===== config.mk =====
export PLATFORM = sky130hd
export DESIGN_NAME = memchip_arbiter_2p_flat
export DESIGN_NICKNAME = d
export VERILOG_FILES = /design/src/rtl/memchip_arbiter_2p_if.sv /design/src/rtl/memchip_arbiter_2p.sv /design/src/flat_wrapper.sv
export SDC_FILE = /design/constraint.sdc
export NUM_CORES = 1
export LEC_CHECK = 0
export CAP_MARGIN = 20
export CELL_PAD_IN_SITES_DETAIL_PLACEMENT = 1
export CELL_PAD_IN_SITES_GLOBAL_PLACEMENT = 2
export CORE_MARGIN = 1
export CORE_UTILIZATION = 30
export CTS_BUF_LIST = sky130_fd_sc_hd__clkbuf_4
export CTS_CLUSTER_SIZE = 10
export DETAILED_ROUTE_END_ITERATION = 16
export PLACE_DENSITY = 0.95
export SETUP_SLACK_MARGIN = 0.1
export SLEW_MARGIN = 10
export SYNTH_ARGS = -nofsm -noshare
export SYNTH_HDL_FRONTEND = slang
export SYNTH_SLANG_ARGS = --single-unit

===== constraint.sdc =====
create_clock -name clk -period 4.82 [get_ports clk]
set_input_delay 0.964 -clock clk [delete_from_list [all_inputs] [get_ports clk]]
set_output_delay 0.964 -clock clk [all_outputs]
set_load 0.01 [all_outputs]

===== src/rtl/memchip_arbiter_2p_if.sv =====
// memchip_arbiter_2p_if
//   Bundles the two requester ports and the memchip_64 side of the arbiter.
//   The slave modport is the arbiter's view.
//   The master modport is the environment's view: the two bus masters plus the memory.
interface memchip_arbiter_2p_if;
  logic        req0;
  logic        req1;
  logic        we0;
  logic        we1;
  logic [5:0]  addr0;
  logic [5:0]  addr1;
  logic [15:0] wdata0;
  logic [15:0] wdata1;
  logic        ack0;
  logic        ack1;
  logic [15:0] rdata0;
  logic [15:0] rdata1;
  logic        err0;
  logic        err1;
  logic [5:0]  mem_addr;
  logic [15:0] mem_in;
  logic        mem_rw;
  logic [15:0] mem_out;

  modport slave (
    input  req0, req1, we0, we1, addr0, addr1, wdata0, wdata1, mem_out,
    output ack0, ack1, rdata0, rdata1, err0, err1, mem_addr, mem_in, mem_rw
  );

  modport master (
    output req0, req1, we0, we1, addr0, addr1, wdata0, wdata1, mem_out,
    input  ack0, ack1, rdata0, rdata1, err0, err1, mem_addr, mem_in, mem_rw
  );
endinterface


===== src/rtl/memchip_arbiter_2p.sv =====
// memchip_arbiter_2p
//   Round-robin two-port arbiter and access sequencer for the 64x16 memchip_64.
//
//   Memory map:
//     ROM  0x00-0x0F
//     RAM1 0x10-0x17
//     RAM2 0x28-0x2F
//
//   Sequence: IDLE -> SETUP -> ACCESS (WAIT_CYCLES) -> HOLD -> RESP -> IDLE.
//   The memory's RW strobe is level sensitive. Address and data therefore
//   settle one cycle (SETUP) before RW rises and stay put one cycle (HOLD)
//   after it falls.
//
//   Optional feature macro: MEMARB_ERR_EN.
//   When defined, unmapped addresses and ROM writes are faulted. A faulted
//   request spends its SETUP cycle without touching the memory and then
//   responds with ack+err. When undefined, err0/err1 are constant 0.
module memchip_arbiter_2p #(
  parameter int unsigned WAIT_CYCLES = 1
) (
  input logic                 clk,
  input logic                 rst_n,
  memchip_arbiter_2p_if.slave bus
);

  typedef enum logic [2:0] {
    S_IDLE,
    S_SETUP,
    S_ACCESS,
    S_HOLD,
    S_RESP
  } state_t;

  localparam logic [2:0] LP_LAST_CNT = 3'(WAIT_CYCLES - 1);

  state_t      r_state;
  logic        r_last;
  logic        r_grant;
  logic        r_we;
  logic        r_fault;
  logic [2:0]  r_cnt;
  logic        r_ack0;
  logic        r_ack1;
  logic        r_err0;
  logic        r_err1;
  logic [15:0] r_rdata0;
  logic [15:0] r_rdata1;
  logic [5:0]  r_memAddr;
  logic [15:0] r_memIn;
  logic        r_memRw;

  logic        w_anyReq;
  logic        w_sel;
  logic        w_selWe;
  logic [5:0]  w_selAddr;
  logic [15:0] w_selWdata;
  logic        w_fault;

  // Round-robin choice: on contention the port that was not served last wins.
  always_comb begin
    w_anyReq   = bus.req0 | bus.req1;
    w_sel      = (bus.req0 & bus.req1) ? ~r_last : bus.req1;
    w_selWe    = w_sel ? bus.we1    : bus.we0;
    w_selAddr  = w_sel ? bus.addr1  : bus.addr0;
    w_selWdata = w_sel ? bus.wdata1 : bus.wdata0;
  end

`ifdef MEMARB_ERR_EN
  // Fault decode on the selected request: unmapped holes or a write into ROM.
  always_comb begin
    w_fault = ((w_selAddr >= 6'h18) && (w_selAddr <= 6'h27)) ||
              (w_selAddr >= 6'h30) ||
              (w_selWe && (w_selAddr <= 6'h0F));
  end
`else
  // Without fault checking every request takes the full memory path.
  always_comb begin
    w_fault = 1'b0;
  end
`endif

  // Sequencer FSM with registered acks, errors, read data and memory strobes.
  always_ff @(posedge clk or negedge rst_n) begin
    if (!rst_n) begin
      r_state   <= S_IDLE;
      r_last    <= 1'b1;
      r_grant   <= 1'b0;
      r_we      <= 1'b0;
      r_fault   <= 1'b0;
      r_cnt     <= 3'd0;
      r_ack0    <= 1'b0;
      r_ack1    <= 1'b0;
      r_err0    <= 1'b0;
      r_err1    <= 1'b0;
      r_rdata0  <= 16'h0000;
      r_rdata1  <= 16'h0000;
      r_memAddr <= 6'h00;
      r_memIn   <= 16'h0000;
      r_memRw   <= 1'b0;
    end else begin
      r_ack0 <= 1'b0;
      r_ack1 <= 1'b0;
      r_err0 <= 1'b0;
      r_err1 <= 1'b0;
      case (r_state)
        S_IDLE: begin
          if (w_anyReq) begin
            r_grant <= w_sel;
            r_last  <= w_sel;
            r_we    <= w_selWe;
            r_fault <= w_fault;
            if (!w_fault) begin
              r_memAddr <= w_selAddr;
              r_memIn   <= w_selWdata;
            end
            r_state <= S_SETUP;
          end
        end
        S_SETUP: begin
          r_cnt <= 3'd0;
          if (r_fault) begin
            r_ack0  <= ~r_grant;
            r_ack1  <= r_grant;
            r_err0  <= ~r_grant;
            r_err1  <= r_grant;
            r_state <= S_RESP;
          end else begin
            r_memRw <= r_we;
            r_state <= S_ACCESS;
          end
        end
        S_ACCESS: begin
          if (r_cnt == LP_LAST_CNT) begin
            r_memRw <= 1'b0;
            if (!r_we) begin
              if (r_grant) begin
                r_rdata1 <= bus.mem_out;
              end else begin
                r_rdata0 <= bus.mem_out;
              end
            end
            r_state <= S_HOLD;
          end else begin
            r_cnt <= r_cnt + 3'd1;
          end
        end
        S_HOLD: begin
          r_ack0  <= ~r_grant;
          r_ack1  <= r_grant;
          r_state <= S_RESP;
        end
        S_RESP: begin
          r_state <= S_IDLE;
        end
        default: begin
          r_memRw <= 1'b0;
          r_state <= S_IDLE;
        end
      endcase
    end
  end

  assign bus.ack0     = r_ack0;
  assign bus.ack1     = r_ack1;
  assign bus.err0     = r_err0;
  assign bus.err1     = r_err1;
  assign bus.rdata0   = r_rdata0;
  assign bus.rdata1   = r_rdata1;
  assign bus.mem_addr = r_memAddr;
  assign bus.mem_in   = r_memIn;
  assign bus.mem_rw   = r_memRw;

endmodule

===== src/flat_wrapper.sv =====
// flat-port wrapper written by rule: the top's interface ports become plain ports
module memchip_arbiter_2p_flat 
#(
  parameter int unsigned WAIT_CYCLES = 1
)
  (clk, rst_n, bus_req0, bus_req1, bus_we0, bus_we1, bus_addr0, bus_addr1, bus_wdata0, bus_wdata1, bus_mem_out, bus_ack0, bus_ack1, bus_rdata0, bus_rdata1, bus_err0, bus_err1, bus_mem_addr, bus_mem_in, bus_mem_rw);
  memchip_arbiter_2p_if bus_i ();
  input logic clk;
  input logic rst_n;
  input wire logic [$bits(bus_i.req0)-1:0] bus_req0;
  input wire logic [$bits(bus_i.req1)-1:0] bus_req1;
  input wire logic [$bits(bus_i.we0)-1:0] bus_we0;
  input wire logic [$bits(bus_i.we1)-1:0] bus_we1;
  input wire logic [$bits(bus_i.addr0)-1:0] bus_addr0;
  input wire logic [$bits(bus_i.addr1)-1:0] bus_addr1;
  input wire logic [$bits(bus_i.wdata0)-1:0] bus_wdata0;
  input wire logic [$bits(bus_i.wdata1)-1:0] bus_wdata1;
  input wire logic [$bits(bus_i.mem_out)-1:0] bus_mem_out;
  output wire logic [$bits(bus_i.ack0)-1:0] bus_ack0;
  output wire logic [$bits(bus_i.ack1)-1:0] bus_ack1;
  output wire logic [$bits(bus_i.rdata0)-1:0] bus_rdata0;
  output wire logic [$bits(bus_i.rdata1)-1:0] bus_rdata1;
  output wire logic [$bits(bus_i.err0)-1:0] bus_err0;
  output wire logic [$bits(bus_i.err1)-1:0] bus_err1;
  output wire logic [$bits(bus_i.mem_addr)-1:0] bus_mem_addr;
  output wire logic [$bits(bus_i.mem_in)-1:0] bus_mem_in;
  output wire logic [$bits(bus_i.mem_rw)-1:0] bus_mem_rw;
  assign bus_i.req0 = bus_req0;
  assign bus_i.req1 = bus_req1;
  assign bus_i.we0 = bus_we0;
  assign bus_i.we1 = bus_we1;
  assign bus_i.addr0 = bus_addr0;
  assign bus_i.addr1 = bus_addr1;
  assign bus_i.wdata0 = bus_wdata0;
  assign bus_i.wdata1 = bus_wdata1;
  assign bus_i.mem_out = bus_mem_out;
  assign bus_ack0 = bus_i.ack0;
  assign bus_ack1 = bus_i.ack1;
  assign bus_rdata0 = bus_i.rdata0;
  assign bus_rdata1 = bus_i.rdata1;
  assign bus_err0 = bus_i.err0;
  assign bus_err1 = bus_i.err1;
  assign bus_mem_addr = bus_i.mem_addr;
  assign bus_mem_in = bus_i.mem_in;
  assign bus_mem_rw = bus_i.mem_rw;
  memchip_arbiter_2p #(.WAIT_CYCLES(WAIT_CYCLES)) u_core (.clk(clk), .rst_n(rst_n), .bus(bus_i));
endmodule

==> results.py, run 1 <==
metrics = {
    "worst_setup_path": {
        "critPathArrivalTime_ns": 2.91,
        "crit_required_ns": 5.14,
        "crit_chain": "nor3_4, o21a_1, a2bb2oi_1",
        "startpoint_type": "flop",
        "worstSetupEndpointType": "flop",
        "max_stage_delay_ns": 0.89,
        "reg2reg_depth": 3,
        "criticalPathCategory": "flop to flop",
        "critical_path.max_fanout": 27,
        "cpMaxStageDelayCell": "nor3_4",
    },
    "detailed_routing": {
        "dr.pass1.iters": 3,
        "drc": 0,
        "drtIter0Drc": 102,
        "antenna_left": 0,
        "via_per_inst": 4.94,
        "vias": 2277,
        "routed_wl_um": 8210,
        "drt-wirelength-per-cell_um": 17.8,
    },
    "logic_synthesis": {
        "synth-xor-area-share": 0.00297,
        "synth_cells": 209,
        "synth_top_family_by_area": "compound AO/OA/AOI/OAI gates",
        "synth_cell_type_count": 37,
        "synth_mux_area_frac": 0.151,
        "yosys.area_share.simple": 0.0568,
        "yosys.area_share.adder": 0.00848,
        "syn_area_um2": 2950,
        "ys.warnings.count": 0,
        "yosysTopAreaCellShare": 0.551,
        "synth_compound_area_frac": 0.176,
        "ys_seq_area_frac": 0.560,
        "syn_area_per_cell_um2": 14.1,
        "yosysTopAreaCell": "dfrtp_1",
        "synth_area_leaders": "dfrtp_1, mux2_4, a2bb2oi_1",
        "yosys_register_bits": 66,
    },
    "flow_run": {
        "cap_violations": 0,
    },
    "placement": {
        "globalplace.congestion": 0.729,
        "io_buffers": 122,
        "placed_area_um2": 4240,
        "dp_hpwl_um": 5770,
        "dp_slack_ns": 2.19,
    },
    "global_routing": {
        "track_usage": 0.162,
        "grt_pass1_vias": 2403,
        "grt_max_degree": 36,
        "grt_pass1_wl_um": 12700,
        "grt.overflow.total": 0,
        "antenna_found_initial": 0,
    },
    "clocking": {
        "cts.sinks": 66,
        "h-tree-depth": 3,
        "clk_latency_ns": 0.39,
        "cts_resized": 0,
        "cts_hold_buf": 0,
        "clock_path_buffers": 2,
        "postCtsSetupRepairBufs": 0,
        "clk_pin_slew_ns": 0.12,
        "cts_root_buf": "clkbuf_4",
        "numCtsBuffers": 9,
        "cts_tree": "built",
    },
    "finish": {
        "seqCellArea_um2": 1650,
        "area_growth_pct": 47.7,
        "fin_area_um2": 4360,
        "drive_gt1_frac": 0.175,
        "antenna_cells": 0,
        "nFillCells": 1018,
        "nNetsFinal": 395,
        "multi_input_area_um2": 1170,
    },
    "power_and_ir_drop": {
        "power_w": 0.00266,
        "p_per_area_nw_per_um2": 610,
        "p_leak_nw": 1.83,
        "max-vdd-ir-drop_mv": 0.267,
    },
    "status": {
        "status": "completed",
    },
    "sta": {
        "rsz0062_at_grt": "false",
        "fmax_mhz": 385,
        "hold_viol": 0,
        "finalCritPeriodShare": 0.539,
        "period_needed_ns": 2.60,
        "finalSetupTns_ns": 0,
        "slew_headroom": 0.284,
        "slew_viol_final": 0,
        "skew_ns": 0.0186,
        "setup_violations": 0,
        "tightest_slew_ns": 1.07,
        "layout_setup_ws_ns": 2.22,
    },
    "die": {
        "coreArea_um2": 9370,
        "ios": 125,
        "die_w_um": 101,
        "fp.dieArea_um2": 10200,
        "initial_core_util": 0.315,
        "die_y_um": 101,
        "rows": 35,
    },
    "hold_path": {
        "whs_path_depth": 1,
        "min_path_type": "flop to flop",
    },
}
## routing by layer
metal	vias up	part of all wire	track usage
li1	1034	-	-
met1	1144	0.45	0.212
met2	91	0.47	0.259
met3	8	0.071	0.0483
met4	0	0.0078	0.0502
met5	-	0	0
## area by class of cell
cell class / count / area share
tap: 129 / 0.0370
inverter: 6 / 0.00517
clock inverter: 7 / 0.0106
sequential: 66 / 0.379
clock buffer: 9 / 0.0155
timing repair buffer: 124 / 0.283
multi-input combinational: 120 / 0.270
## logic make-up (layout without fill, tap and decap cells)
group                    Yosys count  count (layout)
XOR/XNOR                           1               1
multiplexers                      33              33
other                              1               2
buffers and inverters             24             146
adder cells (fa/ha/maj)            2               2
AO/OA/AOI/OAI                     62              62
AND/OR/NAND/NOR                   20              20
flip-flops                        66              66
## power by group
| group | internal [W] | switching [W] |
|---|---|---|
| Combinational | 0.000811 | 0.000523 |
| Clock | 0.000104 | 0.000209 |
| Sequential | 0.000817 | 0.000191 |
## critical path, delay by kind of cell (launching register included)
| kind | cells | cell delay [ns] |
|---|---|---|
| AO/OA/AOI/OAI | 2 | 1.05 |
| AND/OR/NAND/NOR | 1 | 0.89 |
| flip-flops | 1 | 0.58 |
## metrics by stage
| stage | instances | hold WS (ns) | utilization |
|---|---|---|---|
| after global placement | 445 | 0.489 | 0.453 |
| after CTS | 461 | 0.518 | 0.465 |
| after detailed placement | 445 | 0.494 | 0.453 |
| after global routing | 461 | 0.538 | 0.465 |
| after floorplan | 210 | 0.503 | - |
| final | 461 | 0.514 | 0.465 |
## registers in the layout, summed over array words and instances, names as in the netlist, 3 cells and up
register	cells
u_core.bus.mem_addr	6
u_core.bus.mem_in	16
u_core.r_cnt	3
u_core.bus.rdata1	16
u_core.bus.rdata0	16
u_core.r_state	3
## synth_stat cells
master / instances
xnor2_1: 1
nor3_4: 1
nand2_1: 1
a32o_1: 1
buf_4: 3
a32oi_1: 2
a21oi_1: 3
a22oi_1: 1
o2bb2ai_1: 1
o32ai_1: 23
o21ai_0: 2
nor3b_1: 1
o211ai_1: 1
nor2b_1: 3
mux2_2: 13
nor2_1: 5
clkbuf_1: 10
nand2b_1: 2
a2bb2oi_1: 23
inv_1: 6
nor3b_4: 1
ha_1: 2
o21a_1: 1
conb_1: 1
a21o_1: 1
a2111oi_0: 1
dfrtp_1: 65
and2_1: 1
buf_6: 3
mux2_4: 20
dfstp_2: 1
nand4b_4: 2
and3_1: 2
a31oi_1: 1
nor3_1: 1
buf_2: 2
a21bo_2: 1
## placed cells by master (no fill, tap or decap)
master           count
ha_1                 2
nor3b_4              1
nand2_1              1
inv_1                6
a2bb2oi_1           23
buf_2                1
a21o_1               1
clkdlybuf4s50_1    121
clkinv_2             3
clkbuf_4             9
o21ai_0              2
o32ai_1             23
conb_1               2
nor2b_1              3
and3_1               2
a22oi_1              1
nor3_4               1
buf_4                2
o211ai_1             1
nor3b_1              1
and2_1               1
xnor2_1              1
dfrtp_1             65
mux2_4              20
nor3_1               1
mux2_2              13
o2bb2ai_1            1
a21bo_2              1
nand2b_1             2
a2111oi_0            1
o21a_1               1
nor2_1               5
clkinv_4             1
a31oi_1              1
dfstp_2              1
clkinvlp_4           3
a32o_1               1
a32oi_1              2
a21oi_1              3
nand4b_4             2
## path summary, 6_finish.rpt
path,startpoint,end,slack (ns)
hold / removal,u_core.bus.rdata0[5],u_core.bus.rdata0[5],0.51
setup / recovery,u_core.r_state[0],u_core.bus.mem_in[4],2.22
setup reg to reg,u_core.r_state[0],u_core.bus.mem_in[4],2.22
min in group asynchronous,rst_n,u_core.bus.mem_in[12],0.62
max in group asynchronous,rst_n,u_core.bus.rdata0[4],3.25
hold reg to reg,u_core.bus.rdata0[5],u_core.bus.rdata0[5],0.51
(Power assumes the default switching activity.)
==> run 2: changes to the inputs <==
CORE_UTILIZATION = 28   (was 30)
PLACE_DENSITY = 0.9   (was 0.95)
clock period = 2.4 ns   (was 4.82 ns; I/O delays follow)
==> results.py, run 2 (same netlist as run 1, synthesis figures left out) <==
metrics = {
    "worst_setup_path": {
        "crit_chain": "inv_1, ha_1, nor2b_1, nand4b_4, mux2_4",
        "criticalPathCategory": "flop to flop",
        "reg2reg_depth": 5,
        "startpoint_type": "flop",
        "critPathArrivalTime_ns": 2.33,
        "crit_required_ns": 2.69,
        "critical_path.max_fanout": 16,
        "reg2reg_from": "u_core.r_cnt[0]",
        "worstSetupEndpointType": "flop",
        "rrSetupSlack_ns": 0.36,
        "cpMaxStageDelayCell": "dfrtp_1",
        "max_stage_delay_ns": 0.44,
        "timing.rr.end": "u_core.bus.rdata1[6]",
    },
    "detailed_routing": {
        "drtIter0Drc": 52,
        "dr.pass1.iters": 4,
        "routed_wl_um": 7950,
        "vias": 2275,
        "drt-wirelength-per-cell_um": 16.9,
        "antenna_left": 0,
        "via_per_inst": 4.83,
        "drc": 0,
    },
    "die": {
        "rows": 37,
        "ios": 125,
        "coreArea_um2": 10300,
        "fp.dieArea_um2": 11000,
        "initial_core_util": 0.287,
        "die_w_um": 105,
        "die_y_um": 105,
    },
    "finish": {
        "antenna_cells": 0,
        "layout_common_cells": "clkdlybuf4s50_1, dfrtp_1, o32ai_1, a2bb2oi_1, mux2_4",
        "final_common_cell": "clkdlybuf4s50_1",
        "fin_area_um2": 4450,
        "nNetsFinal": 400,
        "fin_cells": 471,
        "area_growth_pct": 50.8,
        "drive_gt1_frac": 0.176,
    },
    "placement": {
        "globalplace.congestion": 0.748,
        "dp_slack_ns": 0.276,
        "placed_area_um2": 4290,
        "dp_cells": 456,
        "dp_hpwl_um": 5620,
        "io_buffers": 122,
    },
    "power_and_ir_drop": {
        "p_int_w": 0.00372,
        "max-vdd-ir-drop_mv": 0.534,
        "power_frac_comb": 0.492,
        "switchingPower_w": 0.00180,
        "power_w": 0.00552,
        "p_leak_nw": 1.88,
        "clkPwrFrac": 0.145,
        "seq_power_share": 0.363,
        "p_per_area_nw_per_um2": 1240,
        "power.share.switching": 0.326,
    },
    "clocking": {
        "cts_root_buf": "clkbuf_4",
        "cts.sinks": 66,
        "h-tree-depth": 3,
        "cts_tree": "built",
        "numCtsBuffers": 9,
        "clock_path_buffers": 2,
        "cts_resized": 0,
        "clk_latency_ns": 0.41,
        "clk_pin_slew_ns": 0.11,
    },
    "global_routing": {
        "antenna_found_initial": 0,
        "grt_max_degree": 33,
        "grt.overflow.total": 0,
        "grt_pass1_vias": 2532,
        "grt_pass1_wl_um": 13400,
        "track_usage": 0.156,
    },
    "flow_run": {
        "cap_violations": 0,
    },
    "sta": {
        "period_needed_ns": 2.04,
        "finalCritPeriodShare": 0.851,
        "fmax_mhz": 490,
        "finalSetupTns_ns": 0,
        "layout_setup_ws_ns": 0.357,
        "tightest_slew_ns": 0.701,
        "setup_violations": 0,
        "hold_viol": 0,
        "rsz0062_at_grt": "false",
        "slew_headroom": 0.532,
        "slew_viol_final": 0,
        "skew_ns": 0.0158,
    },
    "hold_path": {
        "min_path_type": "input pin to async pin",
    },
    "status": {
        "status": "completed",
    },
}
[run 2: power by group through the flow]
stage | combinational, W | clock (W) | sequential (W)
2_1_floorplan | 0.00126 | 0 | 0.00215
3_3_place_gp | 0.00267 | 0 | 0.00201
3_5_place_dp | 0.00274 | 0 | 0.00203
4_1_cts | 0.00276 | 0.000845 | 0.00201
5_1_grt | 0.00292 | 0.000889 | 0.00208
6_report | 0.00271 | 0.000799 | 0.00200
[run 2: final cells by class]
class                   instances  area (um2)
fillers                      1096        5830
multi-input cells             120        1170
flip-flops and latches         66        1650
clock buffers                  10        75.1
inverters                       6        22.5
repair buffers                129        1280
clock inverters                 4        68.8
well taps                     136         170
[run 2: per-layer routing]
metal,track usage,wire (um)
met1,0.193,3520
met2,0.249,3760
met3,0.0605,605
met4,0.0483,67
met5,0,0
[run 2: repair_timing]
action,in CTS,in global routing
hold buffers,1,0
setup buffers,0,0
endpoints found under the hold margin,12,0
[run 2: how the worst max path moves through the flow]
stage | from | to | slack, ns | cells past startpoint
2_1_floorplan | u_core.r_cnt[0] | u_core.bus.rdata0[0] | 0.66 | 6
3_3_place_gp | bus_req0 | u_core.r_we | 0.36 | 4
3_5_place_dp | bus_req0 | u_core.bus.mem_in[7] | 0.28 | 4
4_1_cts | u_core.r_cnt[0] | u_core.bus.rdata1[11] | 0.31 | 5
5_1_grt | u_core.r_cnt[0] | u_core.bus.rdata1[11] | 0.22 | 5
6_report | u_core.r_cnt[0] | u_core.bus.rdata1[6] | 0.36 | 5
[run 2: metrics by stage]
step	hold WS (ns)	utilization
floorplan	0.184	-
global placement	0.411	0.418
detailed placement	0.416	0.418
CTS	0.492	0.433
global route	0.527	0.433
finish	0.516	0.433
[run 2: worst max-delay path, delay by kind of cell, from the launching register on]
family | cells | cell delay (ns)
simple gates | 2 | 0.78
buf+inv | 1 | 0.08
fa+ha+maj | 1 | 0.18
flops | 1 | 0.44
mux | 1 | 0.43
==> run 3: changes to the inputs <==
GPL_ROUTABILITY_DRIVEN = 1   (was default)
PLACE_DENSITY = default   (was 0.9)
PLACE_DENSITY_LB_ADDON = 0.1   (was default)
==> results.py, run 3 (same netlist as run 1, synthesis figures left out) <==
metrics = {
    "die": {
        "die_w_um": 105,
        "fp.dieArea_um2": 11000,
        "coreArea_um2": 10300,
        "rows": 37,
        "initial_core_util": 0.287,
        "ios": 125,
        "die_y_um": 105,
    },
    "clocking": {
        "cts.sinks": 66,
        "clk_latency_ns": 0.41,
        "clk_pin_slew_ns": 0.13,
        "cts_tree": "built",
        "cts_root_buf": "clkbuf_4",
        "postCtsSetupRepairBufs": 0,
        "cts_resized": 0,
        "clock_path_buffers": 2,
        "numCtsBuffers": 9,
        "h-tree-depth": 3,
        "cts_hold_buf": 0,
    },
    "worst_setup_path": {
        "worstSetupEndpointType": "flop",
        "critical_path.max_fanout": 16,
        "crit_required_ns": 2.70,
        "startpoint_type": "flop",
        "criticalPathCategory": "flop to flop",
        "critPathArrivalTime_ns": 2.29,
    },
    "global_routing": {
        "antenna_found_initial": 0,
        "met1_usage": 0.201,
        "busiest_layer": "met2",
        "gr-usage-met2": 0.240,
        "met3_usage": 0.0443,
        "grt.overflow.total": 0,
        "grt_pass1_vias": 2417,
        "grt_pass1_wl_um": 13100,
        "track_usage": 0.153,
        "grt_max_degree": 67,
    },
    "status": {
        "status": "completed",
    },
    "sta": {
        "finalSetupTns_ns": 0,
        "period_needed_ns": 1.99,
        "rsz0062_at_grt": "false",
        "finalCritPeriodShare": 0.828,
        "fmax_mhz": 503,
        "slew_viol_final": 0,
        "slew_headroom": 0.655,
        "tightest_slew_ns": 0.518,
        "skew_ns": 0.0135,
        "hold_viol": 0,
        "setup_violations": 0,
    },
    "detailed_routing": {
        "dr.pass1.iters": 4,
        "routed_wl_um": 8180,
        "via_per_inst": 4.82,
        "drt-wirelength-per-cell_um": 17.2,
        "antenna_left": 0,
        "drtIter0Drc": 66,
        "vias": 2286,
        "drc": 0,
    },
    "finish": {
        "antenna_cells": 0,
        "layout_common_cells": "clkdlybuf4s50_1, dfrtp_1, o32ai_1, a2bb2oi_1, mux2_4",
        "final_common_cell": "clkdlybuf4s50_1",
        "area_growth_pct": 50.9,
        "final_core_util": 0.433,
        "drive_gt1_frac": 0.189,
        "nNetsFinal": 401,
    },
    "hold_path": {
        "min_path_type": "input pin to async pin",
    },
    "power_and_ir_drop": {
        "max-vdd-ir-drop_mv": 0.506,
        "p_leak_nw": 1.88,
        "power_w": 0.00552,
        "p_per_area_nw_per_um2": 1240,
    },
    "placement": {
        "io_buffers": 122,
        "globalplace.congestion": 0.743,
        "dp_hpwl_um": 5530,
    },
    "flow_run": {
        "cap_violations": 0,
    },
}
run 3: changes by cell type in the layout (fill, tap and decap cells not counted):
cell and change:
clkinvlp_4 +2, clkinv_4 +1, buf_4 +2, inv_6 +2, clkinv_1 -1, clkbuf_4 -1
dlygate4sd3_1 -1, bufinv_16 -1
run 3: worst paths after layout:
path                                          endpoint  depth (start not counted)                  from  slack [ns]
worst max-delay path              u_core.bus.rdata1[6]                          5       u_core.r_cnt[0]        0.41
worst min-delay path            u_core.bus.mem_addr[3]                          2                 rst_n        0.05
worst max register to register    u_core.bus.rdata1[6]                          5       u_core.r_cnt[0]        0.41
worst min register to register    u_core.bus.rdata0[6]                          1  u_core.bus.rdata0[6]        0.52
max in group asynchronous                u_core.r_last                          2                 rst_n        2.01
min in group clk                  u_core.bus.rdata0[6]                          1  u_core.bus.rdata0[6]        0.52
run 3: final cells by class:
| type | count | area, um2 |
|---|---|---|
| multi-input combinational | 120 | 1170 |
| sequential | 66 | 1650 |
| clock buffer | 9 | 67.6 |
| tap | 136 | 170 |
| timing repair buffer | 130 | 1290 |
| clock inverter | 7 | 76.3 |
| inverter | 6 | 22.5 |
| fill | 1092 | 5820 |
run 3: where the power goes:
| part | internal [W] | total (W) | switching, W |
|---|---|---|---|
| Sequential | 0.00164 | 0.00198 | 0.000340 |
| Clock | 0.000324 | 0.000769 | 0.000445 |
| Combinational | 0.00167 | 0.00276 | 0.00109 |
| Total | 0.00364 | 0.00552 | 0.00188 |
run 3: routing by layer:
metal / vias to the layer above / share of wire
met3: 12 / 0.063
met4: 0 / 0.014
met5: - / 0
li1: 1053 / -
met1: 1147 / 0.46
met2: 74 / 0.46
run 3: critical path, stage by stage, from the launching register on:
cell	delay [ns]
dfrtp_1	0.44
inv_1	0.08
ha_1	0.18
nor2b_1	0.35
nand4b_4	0.42
mux2_4	0.43
run 3: stage by stage:
stage	area [um2]	std cells	hold slack (ns)	setup slack [ns]
final	4450	474	0.0454	0.413
after global routing	4450	474	0.0543	0.276
after CTS	4450	474	0.0543	0.365
after detailed placement	4310	458	0.493	0.361
after global placement	4310	458	0.492	0.377
after floorplan	2950	210	0.184	0.658
